`src/rtl/sync_fifo_parity.sv`:
```
// Single-clock FIFO that stores one parity bit per entry and checks it on
// every read; provides level flags plus sticky overflow/underflow/parity flags.
module sync_fifo_parity #(
  parameter int DATA_WIDTH = 8,
  parameter int FIFO_DEPTH = 16,
  parameter int ADDR_WIDTH = 4,
  parameter int AF_LEVEL   = 14,
  parameter int AE_LEVEL   = 2,
  parameter int ODD_PARITY = 0
) (
  input  logic                  clk,
  input  logic                  rst_n,
  input  logic                  wr_en,
  input  logic [DATA_WIDTH-1:0] wr_data,
  input  logic                  err_inject,
  input  logic                  rd_en,
  input  logic                  err_clr,
  output logic [DATA_WIDTH-1:0] rd_data,
  output logic                  rd_valid,
  output logic [ADDR_WIDTH:0]   count,
  output logic                  full,
  output logic                  empty,
  output logic                  almost_full,
  output logic                  almost_empty,
  output logic                  overflow,
  output logic                  underflow,
  output logic                  parity_err,
  output logic                  parity_err_sticky
);

  localparam int CW = ADDR_WIDTH + 1;
  localparam logic [ADDR_WIDTH:0]   DEPTH_C   = CW'(FIFO_DEPTH);
  localparam logic [ADDR_WIDTH:0]   AF_C      = CW'(AF_LEVEL);
  localparam logic [ADDR_WIDTH:0]   AE_C      = CW'(AE_LEVEL);
  localparam logic [ADDR_WIDTH:0]   CNT_ONE_C = CW'(1);
  localparam logic [ADDR_WIDTH-1:0] PTR_ONE_C = ADDR_WIDTH'(1);
  localparam logic                  ODD_C     = (ODD_PARITY != 0) ? 1'b1 : 1'b0;

  function automatic logic parity_calc(input logic [DATA_WIDTH-1:0] d);
    return ^d;
  endfunction

  logic [DATA_WIDTH:0]   mem_r [FIFO_DEPTH];
  logic [ADDR_WIDTH-1:0] wr_ptr_r, rd_ptr_r;
  logic [ADDR_WIDTH:0]   count_r, count_next_s;
  logic [DATA_WIDTH-1:0] rd_data_r;
  logic                  rd_valid_r, parity_err_r;
  logic                  full_r, empty_r, almost_full_r, almost_empty_r;
  logic                  overflow_r, underflow_r, parity_sticky_r;
  logic                  overflow_next_s, underflow_next_s, parity_sticky_next_s;
  logic                  wr_acc_s, rd_acc_s, rd_par_err_s;
  logic [DATA_WIDTH:0]   rd_entry_s;

  // Reads are gated by the registered empty flag, so an empty FIFO never falls through.
  assign wr_acc_s     = wr_en && (!full_r || rd_en);
  assign rd_acc_s     = rd_en && !empty_r;
  assign rd_entry_s   = mem_r[rd_ptr_r];
  assign rd_par_err_s = (parity_calc(rd_entry_s[DATA_WIDTH-1:0]) ^ ODD_C) != rd_entry_s[DATA_WIDTH];

  // Next occupancy and sticky error flags; a set event wins over err_clr.
  always_comb begin
    count_next_s         = count_r;
    overflow_next_s      = overflow_r;
    underflow_next_s     = underflow_r;
    parity_sticky_next_s = parity_sticky_r;
    case ({wr_acc_s, rd_acc_s})
      2'b10:   count_next_s = count_r + CNT_ONE_C;
      2'b01:   count_next_s = count_r - CNT_ONE_C;
      default: count_next_s = count_r;
    endcase
    if (wr_en && !wr_acc_s) begin
      overflow_next_s = 1'b1;
    end else if (err_clr) begin
      overflow_next_s = 1'b0;
    end else begin
      overflow_next_s = overflow_r;
    end
    if (rd_en && !rd_acc_s) begin
      underflow_next_s = 1'b1;
    end else if (err_clr) begin
      underflow_next_s = 1'b0;
    end else begin
      underflow_next_s = underflow_r;
    end
    if (rd_acc_s && rd_par_err_s) begin
      parity_sticky_next_s = 1'b1;
    end else if (err_clr) begin
      parity_sticky_next_s = 1'b0;
    end else begin
      parity_sticky_next_s = parity_sticky_r;
    end
  end

  // Storage array, intentionally not reset; stale entries are unreachable once pointers clear.
  always_ff @(posedge clk) begin
    if (wr_acc_s) begin
      mem_r[wr_ptr_r] <= {parity_calc(wr_data) ^ ODD_C ^ err_inject, wr_data};
    end
  end

  // Pointers, occupancy, level flags, read port and error flags.
  always_ff @(posedge clk or negedge rst_n) begin
    if (!rst_n) begin
      wr_ptr_r        <= '0;
      rd_ptr_r        <= '0;
      count_r         <= '0;
      rd_data_r       <= '0;
      rd_valid_r      <= 1'b0;
      parity_err_r    <= 1'b0;
      full_r          <= 1'b0;
      empty_r         <= 1'b1;
      almost_full_r   <= 1'b0;
      almost_empty_r  <= 1'b1;
      overflow_r      <= 1'b0;
      underflow_r     <= 1'b0;
      parity_sticky_r <= 1'b0;
    end else begin
      if (wr_acc_s) begin
        wr_ptr_r <= wr_ptr_r + PTR_ONE_C;
      end
      if (rd_acc_s) begin
        rd_ptr_r  <= rd_ptr_r + PTR_ONE_C;
        rd_data_r <= rd_entry_s[DATA_WIDTH-1:0];
      end
      rd_valid_r      <= rd_acc_s;
      parity_err_r    <= rd_acc_s && rd_par_err_s;
      count_r         <= count_next_s;
      // Flags are registered from the next count so they always match the count output.
      full_r          <= (count_next_s == DEPTH_C);
      empty_r         <= (count_next_s == '0);
      almost_full_r   <= (count_next_s >= AF_C);
      almost_empty_r  <= (count_next_s <= AE_C);
      overflow_r      <= overflow_next_s;
      underflow_r     <= underflow_next_s;
      parity_sticky_r <= parity_sticky_next_s;
    end
  end

  assign rd_data           = rd_data_r;
  assign rd_valid          = rd_valid_r;
  assign count             = count_r;
  assign full              = full_r;
  assign empty             = empty_r;
  assign almost_full       = almost_full_r;
  assign almost_empty      = almost_empty_r;
  assign overflow          = overflow_r;
  assign underflow         = underflow_r;
  assign parity_err        = parity_err_r;
  assign parity_err_sticky = parity_sticky_r;

endmodule

```
`config.mk`:
```
export PLATFORM = sky130hd
export DESIGN_NAME = sync_fifo_parity
export DESIGN_NICKNAME = d
export VERILOG_FILES = /design/src/rtl/sync_fifo_parity.sv
export SDC_FILE = /design/constraint.sdc
export NUM_CORES = 1
export LEC_CHECK = 0
export CAP_MARGIN = 25
export CORE_UTILIZATION = 40
export CTS_BUF_LIST = sky130_fd_sc_hd__clkbuf_4
export CTS_CLUSTER_SIZE = 30
export DETAILED_ROUTE_END_ITERATION = 6
export SYNTH_ARGS = -nofsm -noshare
export SYNTH_HDL_FRONTEND = slang
export SYNTH_SLANG_ARGS = --single-unit
```
`constraint.sdc`:
```
create_clock -name clk -period 2.5 [get_ports clk]
set_input_delay 0.25 -clock clk [delete_from_list [all_inputs] [get_ports clk]]
set_output_delay 0.25 -clock clk [all_outputs]
set_load 0.01 [all_outputs]
```
Word-level counts from Yosys, hierarchy flattened:

Memories as Yosys holds them, arrays and structs flattened.
Index checks and enable logic that the tools add are counted.
W data, S select, Z words.

* output and inout port bits: 22
* register bits: 30
* latch bits: 0
* RAM bits: 144
* logic and storage cells: 48
* input port bits: 14
* ROM bits: 0
* memories: 1

Memory list
* mem_r: words 16, width 9, rd ports 1, clocked after Yosys merged registers in 0, write ports 1, line 43 `logic [DATA_WIDTH:0] mem_r [FIFO_DEPTH];`

* reduce and logical (&&, ||, !) cells: 16
* add/subtract/negate cells: 4
* equal/unequal tests: 4
* bitwise operators: 1
* multiplexer cells: 7
* shifts and indexed selects: 0
* magnitude comparators: 2
* multiply operators: 0
* divide/modulo/power cells: 0

Operator list (number)
* $reduce_xor A8 Y1: 2
* $pmux W5 S2: 1
* $add A4 B1 Y4 const B: 2
* $mux W1: 6
* $reduce_bool A2 Y1: 3
* $add A5 B1 Y5 const B: 1
* $eq A5 B5 Y1 const B: 1
* $ge A5 B4 Y1 const B: 1
* $le A5 B2 Y1 const B: 1
* $logic_and A1 B1 Y1: 5
* $logic_not A5 Y1: 1
* $sub A5 B1 Y5 const B: 1
* $logic_not A1 Y1: 4
* $eq A2 B1 Y1 const B: 1
* $eq A2 B2 Y1 const B: 1
* $logic_or A1 B1 Y1: 1
* $ne A1 B1 Y1: 1
* $xor A1 B1 Y1: 1

Logic depth before layout (Yosys ltp):

* word-level depth: 6
* mapped depth: 15
* depth with buffers taken out: 13

Least setup slack after synthesis:

No wires, ideal clock.

* path kind: register -> register
* start point: register empty_r, in the netlist empty
* end point: register almost_empty_r, in the netlist almost_empty
* setup slack: -188 ps
* stages on the path, launching flop included: 15
* data required time: 2427 ps
* path buffers: 2
* data arrival time: 2615 ps
* cell sequence: dfstp_2 -> nand2b_1 -> inv_1 -> clkbuf_1 -> ha_1 -> clkbuf_1 -> xor2_1 -> ha_1 -> a21oi_1 -> o21ai_0 -> a22oi_1 -> nor2_1 -> xnor2_1 -> nand3_1 -> a21oi_1

* longest elaborated chain between the ends: 5
* elaborated cells between the ends (all ways): 6
* those cells by class: order compare (1); eq/ne (2); mux (1); reduce/logical (2)

Ends and longest elaborated chain
* start: declaration: line 48 `logic full_r, empty_r, almost_full_r, almost_empty_r;`
* start signal: assignment: line 130 `empty_r <= (count_next_s == '0);`
* $logic_not A1 Y1 (*): line 56 `assign rd_acc_s = rd_en && !empty_r;`
* $logic_and A1 B1 Y1 (*): line 56
* via rd_acc_s: line 51 `logic wr_acc_s, rd_acc_s, rd_par_err_s;`
* $eq A2 B1 Y1 / $eq A2 B2 Y1 (equally long branches): line 66 `case ({wr_acc_s, rd_acc_s})`
* $pmux W5 S2 (*): line 66
* $le A5 B2 Y1 (*): line 132 `almost_empty_r <= (count_next_s <= AE_C);`
* end signal: assignment: line 132
* end: declaration: line 48

Mark *: on every way through the listed nets, which the timed path passes. The rest lies on a longest branch.
A chain may end at the register's enable or synchronous reset.

Final worst setup path:

* start point: register rd_ptr_r[0]
* end point: register parity_sticky_r, in the netlist parity_err_sticky

* longest elaborated chain between the ends: 5
* elaborated cells between the ends (all ways): 6
* those cells by class: eq/ne (1); mux (1); reduce/logical (3); memory (1)

Ends and longest elaborated chain
* start: declaration: line 44 `logic [ADDR_WIDTH-1:0] wr_ptr_r, rd_ptr_r;`
* start signal: assignment: line 122 `rd_ptr_r <= rd_ptr_r + PTR_ONE_C;`
* $mem_v2 Z16 W9 (*)
* $reduce_xor A8 Y1: line 40 `return ^d;`
* $ne A1 B1 Y1 (*): line 58 `assign rd_par_err_s = (parity_calc(rd_entry_s[DATA_WIDTH-1:0]) ^ ODD_C) != rd_entry_s[DATA_WIDTH];`
* $logic_and A1 B1 Y1 (*): line 85 `if (rd_acc_s && rd_par_err_s) begin`
* $mux W1 / $reduce_bool A2 Y1 (equally long branches)
* end signal: assignment: line 135 `parity_sticky_r <= parity_sticky_next_s;`
* end: declaration: line 49 `logic overflow_r, underflow_r, parity_sticky_r;`

Every way passes the cells marked *; elsewhere a longest branch is shown, timed or not.

==> results.json <==
{
  "syn_area_per_cell_sq_um": 18.2,
  "timing.final.crit_share": 1.04,
  "violations": "negative setup slack",
  "crit_arrival_ps": 3040,
  "first_pass_iters": 4,
  "setup_viol": 2,
  "layout_setup_ws_ps": -87.7,
  "area_delta_synth_final_pct": 21.2,
  "antenna_found_initial": 1,
  "finalSetupTns_ps": -158,
  "synth_area_sq_um": 7100,
  "drt_wl_total_um": 13600,
  "regArea_sq_um": 5080,
  "clk_pin_slew_worst_paths_ps": 130,
  "synth_edf_count": 144,
  "cap_viol_max_count": 0,
  "holdWs_ps": 73.4,
  "fin_util": 0.498,
  "coreArea_sq_um": 17300,
  "fin_cells": 734,
  "rows": 48,
  "syn-num-nets": 412,
  "synth_cells": 390,
  "finish.instance_area_sq_um": 8610,
  "dpl-instance-area_sq_um": 8100,
  "powerDensity_nw_per_um2": 1200,
  "slew_headroom": 0.671,
  "grt_use_met2": 0.253,
  "globalplace.congestion": 0.761,
  "grt_pass1_vias": 3725,
  "final-max-slew-violation-count": 0,
  "hold_viol_final": 0,
  "cts_htree_levels": 4,
  "cp-start-kind": "register",
  "yosysWarnings": 0,
  "cts_root_buffer": "clkbuf_4",
  "io_buffer_count": 35,
  "seq_area_frac_synth": 0.715,
  "grtUsageMet1": 0.217,
  "grt_first_pass_wirelength_um": 21200,
  "ys_types": 33,
  "grt_use_total": 0.161,
  "worstSetupPathType": "register to register",
  "ant_nets": 0,
  "hpwlAfterDp_um": 8980,
  "cp-end-kind": "register",
  "clk_latency_ps": 560,
  "place_inst": 686,
  "tightest_slew_ps": 494,
  "skew_ps": 9.49,
  "grt_overflow": 0,
  "wl_per_cell_um": 18.5,
  "met3_usage": 0.0423,
  "grt_max_degree": 31,
  "die_w_um": 135,
  "max_freq_ghz": 0.386,
  "remaining_drc_errors": 0,
  "vias": 3703,
  "cts_tree": "done",
  "die_area_sq_um": 18300,
  "nFillCells": 1458,
  "drt_iter0_markers": 240,
  "synth_async_sr_flop_share": 0.172,
  "status": "finished, violations left",
  "rsz0062_at_grt": "true",
  "boundaryPins": 36,
  "cts_sinks": 174,
  "ys_ff_latch": 174,
  "cp.required_ps": 2960,
  "viasPerCell": 5.04,
  "worstPathMaxFanout": 8,
  "die_y_um": 135,
  "peakVddDrop_mv": 0.883,
  "synth_flop_cell": "edfxtp_1",
  "fin_crit_ps": 2590,
  "initial_core_util": 0.411,
  "fin_nets": 517,
  "cts_buffers": 17,
  "hold_class": "input pin to asynchronous set/reset pin",
  "drive_gt1_frac": 0.307,
  "p_leak_uw": 0.00309,
  "clock_path_buffers": 2,
  "multi_input_area_sq_um": 1940,
  "top_usage_layer": "met2"
}
==> path summary, 6_finish.rpt <==
path | start | to | slack, ps | cells past startpoint
min in group clk | wr_en | overflow | 260 | 3
worst min-delay path | rst_n | wr_ptr_r[2] | 70 | 2
worst min register to register | rd_data[5] | rd_data[5] | 490 | 2
max in group asynchronous | rst_n | empty | 2100 | 2
worst max-delay path | rd_ptr_r[0] | parity_err_sticky | -90 | 9
worst max register to register | rd_ptr_r[0] | parity_err_sticky | -90 | 9
==> power breakdown <==
part | switching, uW | internal, uW | leakage (uW)
clock network | 949 | 619 | 0.000146
logic | 2130 | 2690 | 0.00128
registers | 307 | 3670 | 0.00166
==> cells in the mapped netlist (2+ instances only) <==
| cell type | n | share of area |
|---|---|---|
| a21oi_1 | 5 | 0.0035 |
| nor2b_1 | 5 | 0.0044 |
| xor2_1 | 6 | 0.0074 |
| clkbuf_1 | 7 | 0.0037 |
| a22oi_1 | 5 | 0.0053 |
| ha_1 | 8 | 0.014 |
| nand2_1 | 40 | 0.021 |
| inv_1 | 13 | 0.0069 |
| buf_6 | 4 | 0.0063 |
| nand3_1 | 9 | 0.0063 |
| mux4_2 | 28 | 0.089 |
| o22ai_1 | 2 | 0.0018 |
| o21ai_0 | 5 | 0.0035 |
| xnor2_1 | 19 | 0.023 |
| nor3_1 | 5 | 0.0035 |
| nor2_1 | 18 | 0.0095 |
| nand4_1 | 2 | 0.0018 |
| dfstp_2 | 2 | 0.0074 |
| buf_2 | 6 | 0.0042 |
| mux4_1 | 13 | 0.048 |
| dfrtp_1 | 28 | 0.099 |
| edfxtp_1 | 144 | 0.61 |
| nand2b_1 | 6 | 0.0053 |
==> routing by layer <==
metal / share of wire / up-vias
met5: 0 / -
met4: 0.014 / 0
met3: 0.032 / 16
met2: 0.49 / 83
met1: 0.46 / 1893
li1: - / 1711
==> cells by family after synthesis <==
group | after synthesis | synth area share
compound gates | 20 | 0.0181
xor+xnor | 27 | 0.0363
mux | 42 | 0.138
flops | 174 | 0.715
simple gates | 87 | 0.0537
fa+ha+maj | 8 | 0.0141
buf+inv | 32 | 0.0245
==> final cells by class <==
cell class              instances  area share
inverters                      13     0.00567
flip-flops and latches        174       0.590
clock inverters                13      0.0163
well taps                     225      0.0327
repair buffers                105       0.113
clock buffers                  19      0.0166
multi-input cells             184       0.225
diodes                          1    0.000291
==> per-stage QoR <==
| step | power (uW) | worst slack [ps] |
|---|---|---|
| 2_1_floorplan | 6690 | 1.94 |
| 3_3_place_gp | 8080 | -277 |
| 3_5_place_dp | 8140 | -318 |
| 4_1_cts | 10200 | -104 |
| 5_1_grt | 10900 | -167 |
| 6_report | 10400 | -87.7 |
==> sequential cells by signal, summed over array words and instances, names as in the netlist <==
name	count
almost_full	1
full	1
overflow	1
rd_ptr_r	4
rd_valid	1
rd_data	8
wr_ptr_r	4
mem_r	144
parity_err	1
count	5
parity_err_sticky	1
empty	1
almost_empty	1
underflow	1
==> worst max-delay path, cell delays in order, from the launching register on <==
cell	delay, ps
dfrtp_2	450
buf_12	170
buf_6	110
mux4_2	500
a22oi_2	190
nand3_2	140
xnor2_2	190
xnor3_1	460
xnor2_2	190
o22ai_2	80
==> cell usage in the layout, fill, tap and decap left out, types with 5 or more instances in the layout <==
master,n
nor2b_1,5
nand3_1,5
buf_4,59
ha_1,6
edfxtp_1,144
clkdlybuf4s50_1,35
nand2_1,40
nor3_1,5
mux4_1,11
xor2_1,5
nand2b_1,5
inv_1,12
dfrtp_1,26
nor2_1,18
xnor2_1,15
mux4_2,30
buf_12,6
clkbuf_4,19
xnor2_2,5
==> repair_timing <==
action	4_1_cts	5_1_grt
pin swaps	10	12
buffers inserted	10	4
setup endpoints to repair	2	6
gates resized for setup	9	16
hold buffers	0	0
cloned	1	0
No activity file was read; power rests on OpenSTA's default activity.
